$ cat src/rtl/mips_pkg.sv
// Shared encodings for the multicycle MIPS datapath: next-PC select codes,
// instruction field positions and the immediate sign-extension helper.
package mips_pkg;

    localparam logic [1:0] PC_SRC_ALU    = 2'b00;
    localparam logic [1:0] PC_SRC_ALUOUT = 2'b01;
    localparam logic [1:0] PC_SRC_JUMP   = 2'b10;
    localparam logic [1:0] PC_SRC_RSVD   = 2'b11;

    localparam int OPCODE_MSB = 31;
    localparam int OPCODE_LSB = 26;
    localparam int RS_MSB     = 25;
    localparam int RS_LSB     = 21;
    localparam int RT_MSB     = 20;
    localparam int RT_LSB     = 16;
    localparam int RD_MSB     = 15;
    localparam int RD_LSB     = 11;
    localparam int FUNCT_MSB  = 5;
    localparam int FUNCT_LSB  = 0;
    localparam int IMM_MSB    = 15;
    localparam int IMM_LSB    = 0;
    localparam int TARGET_MSB = 25;
    localparam int TARGET_LSB = 0;

    function automatic logic [31:0] sign_ext16(input logic [15:0] val);
        return {{16{val[15]}}, val};
    endfunction

endpackage

$ cat src/rtl/flopenr.sv
// Enabled register with asynchronous active-high reset; width and reset
// value set per instance.
module flopenr #(
    parameter int               WIDTH     = 32,
    parameter logic [WIDTH-1:0] RESET_VAL = '0
) (
    input  logic             clk,
    input  logic             reset,
    input  logic             en,
    input  logic [WIDTH-1:0] d,
    output logic [WIDTH-1:0] q
);

    always_ff @(posedge clk or posedge reset) begin
        if (reset) begin
            q <= RESET_VAL;
        end else if (en) begin
            q <= d;
        end
    end

endmodule

$ cat src/rtl/datapath_state_unit.sv
// State-holding half of the multicycle MIPS datapath: PC, IR, MDR, A/B and
// ALUOut registers, next-PC select, address mux and instruction decode taps.
module datapath_state_unit
    import mips_pkg::*;
#(
    parameter logic [31:0] RESET_PC = 32'h0000_0000
) (
    input  logic        clk,
    input  logic        reset,
    input  logic        pc_write,
    input  logic        branch,
    input  logic        ir_write,
    input  logic        i_or_d,
    input  logic [1:0]  pc_src,
    input  logic        zero,
    input  logic [31:0] alu_result,
    input  logic [31:0] mem_rdata,
    input  logic [31:0] rd1,
    input  logic [31:0] rd2,
    output logic [31:0] mem_addr,
    output logic [5:0]  opcode,
    output logic [5:0]  funct,
    output logic [4:0]  rs,
    output logic [4:0]  rt,
    output logic [4:0]  rd,
    output logic [31:0] imm_sext,
    output logic [31:0] jump_target,
    output logic [31:0] pc,
    output logic [31:0] a_q,
    output logic [31:0] b_q,
    output logic [31:0] alu_out,
    output logic [31:0] mdr,
    output logic [31:0] instr_count
);

    logic        w_pc_en;
    logic        w_pc_ld;
    logic [31:0] w_pc_sel;
    logic [31:0] w_pc_d;
    logic [31:0] w_ir;

    logic [31:0] r_mdr;
    logic [31:0] r_a;
    logic [31:0] r_b;
    logic [31:0] r_alu_out;
    logic [31:0] r_instr_count;

    assign w_pc_en = pc_write | (branch & zero);
    // The reserved select code blocks the PC update even on a taken branch.
    assign w_pc_ld = w_pc_en && (pc_src != PC_SRC_RSVD);

    always_comb begin
        w_pc_sel = pc;
        case (pc_src)
            PC_SRC_ALU:    w_pc_sel = alu_result;
            PC_SRC_ALUOUT: w_pc_sel = r_alu_out;
            PC_SRC_JUMP:   w_pc_sel = jump_target;
            default:       w_pc_sel = pc;
        endcase
    end

    assign w_pc_d = {w_pc_sel[31:2], 2'b00};

    flopenr #(.WIDTH(32), .RESET_VAL(RESET_PC)) u_pc_reg (
        .clk   (clk),
        .reset (reset),
        .en    (w_pc_ld),
        .d     (w_pc_d),
        .q     (pc)
    );

    flopenr #(.WIDTH(32), .RESET_VAL(32'h0000_0000)) u_ir_reg (
        .clk   (clk),
        .reset (reset),
        .en    (ir_write),
        .d     (mem_rdata),
        .q     (w_ir)
    );

    always_ff @(posedge clk or posedge reset) begin
        if (reset) begin
            r_mdr         <= '0;
            r_a           <= '0;
            r_b           <= '0;
            r_alu_out     <= '0;
            r_instr_count <= '0;
        end else begin
            r_mdr     <= mem_rdata;
            r_a       <= rd1;
            r_b       <= rd2;
            r_alu_out <= alu_result;
            if (ir_write) begin
                r_instr_count <= r_instr_count + 32'd1;
            end
        end
    end

    assign mdr         = r_mdr;
    assign a_q         = r_a;
    assign b_q         = r_b;
    assign alu_out     = r_alu_out;
    assign instr_count = r_instr_count;

    assign mem_addr    = i_or_d ? r_alu_out : pc;

    assign opcode      = w_ir[OPCODE_MSB:OPCODE_LSB];
    assign rs          = w_ir[RS_MSB:RS_LSB];
    assign rt          = w_ir[RT_MSB:RT_LSB];
    assign rd          = w_ir[RD_MSB:RD_LSB];
    assign funct       = w_ir[FUNCT_MSB:FUNCT_LSB];
    assign imm_sext    = sign_ext16(w_ir[IMM_MSB:IMM_LSB]);
    assign jump_target = {pc[31:28], w_ir[TARGET_MSB:TARGET_LSB], 2'b00};

endmodule
$ cat config.mk
export PLATFORM = sky130hd
export DESIGN_NAME = datapath_state_unit
export DESIGN_NICKNAME = d
export VERILOG_FILES = /design/src/rtl/mips_pkg.sv /design/src/rtl/flopenr.sv /design/src/rtl/datapath_state_unit.sv
export SDC_FILE = /design/constraint.sdc
export NUM_CORES = 1
export LEC_CHECK = 0
export BUFFER_PORTS_ARGS = -buffer_cell sky130_fd_sc_hd__buf_2
export CELL_PAD_IN_SITES_DETAIL_PLACEMENT = 1
export CELL_PAD_IN_SITES_GLOBAL_PLACEMENT = 2
export CORE_ASPECT_RATIO = 0.75
export CORE_MARGIN = 3
export CORE_UTILIZATION = 27
export CTS_CLUSTER_DIAMETER = 100
export DETAILED_ROUTE_END_ITERATION = 10
export PLACE_DENSITY = 0.86
export SKIP_CTS_REPAIR_TIMING = 1
export SYNTH_ARGS = -nofsm -noshare
export SYNTH_HDL_FRONTEND = slang
export SYNTH_SLANG_ARGS = --single-unit
$ cat constraint.sdc
create_clock -name clk -period 9.2 [get_ports clk]
set_input_delay 1.84 -clock clk [delete_from_list [all_inputs] [get_ports clk]]
set_output_delay 1.84 -clock clk [all_outputs]
set_load 0.01 [all_outputs]
==> summary.md <==
| Metric | Value |
|---|---|
| Status | `completed` |
| Final Wtd Congestion | `0.790` |
| Most common cell after layout, fill and taps aside | `buf_2` |
| CTS Root Cell | `clkbuf_16` |
| Worst Clk Skew | `0.0132 ns` |
| P_leak | `5.74 nW` |
| P_int | `1.78 mW` |
| DR iter-0 viols | `211` |
| H-tree depth | `1` |
| Fill cells | `3451` |
| Initial antenna violation count | `8` |
| Total grt overflow | `0` |
| Dominant synthesized flop cell | `dfrtp_1` |
| Final-report hold violation count | `0` |
| Die Area | `0.0331 mm^2` |
| Vias in the first global route | `6627` |
| Combinational Power Share | `15.1%` |
| Met3 usage | `5.78%` |
| Reg clk slew, reported paths | `0.06 ns` |
| Layout cells sized above 1 | `54.9%` |
| Worst Path Required | `7.36 ns` |
| Busiest layer in global routing | `met2` |
| Worst Hold Class | `reg2reg` |
| Hold_ws | `0.485 ns` |
| Total power draw | `2.46 mW` |
| CTS tree | `built` |
| Placed cells | `1378` |
| Clock sinks | `222` |
| Wire length per cell | `20.3 um` |
| Cells after Synth | `609` |
| Final Instance Count excl. Fillers | `1418` |
| Largest net degree at the start of global routing | `95` |
| Final core utilization | `37.5%` |
| Tcrit/Tclk final | `53.4%` |
| Worst VDD drop | `0.000169 V` |
| Sw Pwr | `0.678 mW` |
| Die W | `209 um` |
| Max Cap Viol | `0` |
| Clock power share | `38.9%` |
| Cell area after synthesis | `0.00834 mm^2` |
| Detailed Place HPWL | `21.5 mm` |
| Num ports | `452` |
| RSZ-0062 raised after global routing | `no` |
| FFs w/ async S/R, synth | `100%` |
| Power Dens Cells | `217 mW/mm^2` |
| Flop pwr share | `46.0%` |
| Startpoint Class | `primary input` |
| Crit path max fanout | `32` |
| Cell area after layout | `0.0113 mm^2` |
| Worst endpoint data arrival time | `3.07 ns` |
| Core area | `0.0303 mm^2` |
| IO buf count | `447` |
| Inserted Clock Buffers | `24` |
| Setup CP Type | `in2out` |
| Slew HR | `36.1%` |
| Tmin final | `4.91 ns` |
| Clk Latency, worst-skew pair | `0.53 ns` |
| Post-Place Setup Slack | `4.26 ns` |
| CTS max path bufs | `3` |
| Number of synthesized flops with an enable pin | `0` |
| Final wirelength | `28.7 mm` |
| Die H | `158 um` |
| Final #Nets | `1143` |
| FP Rows | `55` |
| Pre-antenna DRT Iters | `5` |
| Most frequent cells in the layout | `447 x buf_2, 222 x dfrtp_1, 61 x mux2_2, 37 x nand2_1` |
| Fin worst setup slack | `4.29 ns` |
| Final ANT Viol Nets | `0` |
| Setup TNS | `0 ns` |
| Seq/Total Area, Yosys | `66.6%` |
| Met2 usage | `30.0%` |
| Placed cell area | `0.0106 mm^2` |
| Number of remaining DRC errors | `0` |
| Ys Warns | `0` |
| Initial core utilization | `27.5%` |
| Vias | `6301` |
| Worst-margin pin slew | `0.959 ns` |
| Via density | `4.44` |
| Sw frac | `27.6%` |
| Yosys cell types | `33` |
| Peak Freq | `204 MHz` |
| First-pass GRT wire length | `42.4 mm` |
| Synthesized area per cell | `13.7 um^2` |
| Slew Viols, Final | `0` |
| CP endpoint kind | `primary output` |
| Final setup fails | `0` |
| FF+latch count, synth | `222` |
| Global Route Usage Sum | `16.7%` |
| P&R area growth vs syn | `36.1%` |
| Met1 GRT Util | `19.3%` |
[worst max-delay path, stage by stage]
cell and delay (ns):
buf_2 0.65, mux2_2 0.42, buf_2 0.15
[synth_stat cells (5+ instances only)]
master    number  share of area [%]
and2_1         5               0.38
buf_4         62                5.6
nor2_1        30                1.4
xnor2_1       27                2.8
nand3_1       11               0.66
nand2_1       37                1.7
a21oi_1       26                1.6
clkbuf_1      10               0.45
dfrtp_1      222                 67
mux2i_1       30                3.6
mux2_2        61                8.2
nand4_1       13               0.98
o21ai_0       30                1.8
buf_2         11               0.66
[flip-flops by register name (all words and copies together) (netlist names)]
name         count
alu_out         32
instr_count     32
a_q             32
b_q             32
u_ir_reg.q      32
mdr             32
u_pc_reg.q      30
[cell families (layout without fill, tap and decap cells)]
family	Yosys count	after routing	share of synthesized area, %
AO/OA/AOI/OAI	62	62	3.92
XOR/XNOR	31	31	3.26
adder cells (fa/ha/maj)	1	1	0.150
buffers and inverters	87	493	6.87
flip-flops	222	222	66.6
multiplexers	93	93	12.1
other	1	5	0.0450
AND/OR/NAND/NOR	112	112	7.05
[path summary, 6_finish.rpt]
path / start / to / slack [ns] / cells after the start
setup / recovery: i_or_d / mem_addr[31] / 4.29 / 3
hold / removal: instr_count[31]$_DFFE_PP0P_ / instr_count[31]$_DFFE_PP0P_ / 0.48 / 1
setup reg to reg: instr_count[0]$_DFFE_PP0P_ / instr_count[20]$_DFFE_PP0P_ / 7.32 / 5
hold reg to reg: instr_count[31]$_DFFE_PP0P_ / instr_count[31]$_DFFE_PP0P_ / 0.48 / 1
max in group asynchronous: reset / b_q[26]$_DFF_PP0_ / 6.32 / 3
min in group asynchronous: reset / b_q[10]$_DFF_PP0_ / 1.42 / 2
[per-layer routing]
layer  share of wire, %  wire (um)  vias to the layer above
li1                   -          -                     2794
met1                 38      10800                     3179
met2                 52      14800                      278
met3                8.6       2460                       44
met4                2.0        579                        6
met5               0.14         39                        -
[final cells by class]
cell class	count	area, um^2	share of cell area [%]
antenna	1	2.50	0.0221
clock buffer	33	674	5.94
clock inverter	6	95.1	0.838
inverter	2	15.0	0.132
multi-input combinational	303	2230	19.7
sequential	222	5560	49.0
tap	399	499	4.40
timing repair buffer	452	2270	20.0
[power groups by stage]
| stage | combinational [mW] | clock (mW) | sequential, mW |
|---|---|---|---|
| 4_1_cts | 0.381 | 0.989 | 1.13 |
| 5_1_grt | 0.408 | 1.03 | 1.15 |
| 3_3_place_gp | 0.370 | 0 | 1.15 |
| 2_1_floorplan | 0.179 | 0 | 1.17 |
| 6_report | 0.372 | 0.955 | 1.13 |
| 3_5_place_dp | 0.379 | 0 | 1.15 |
(Power assumes the default switching activity.)
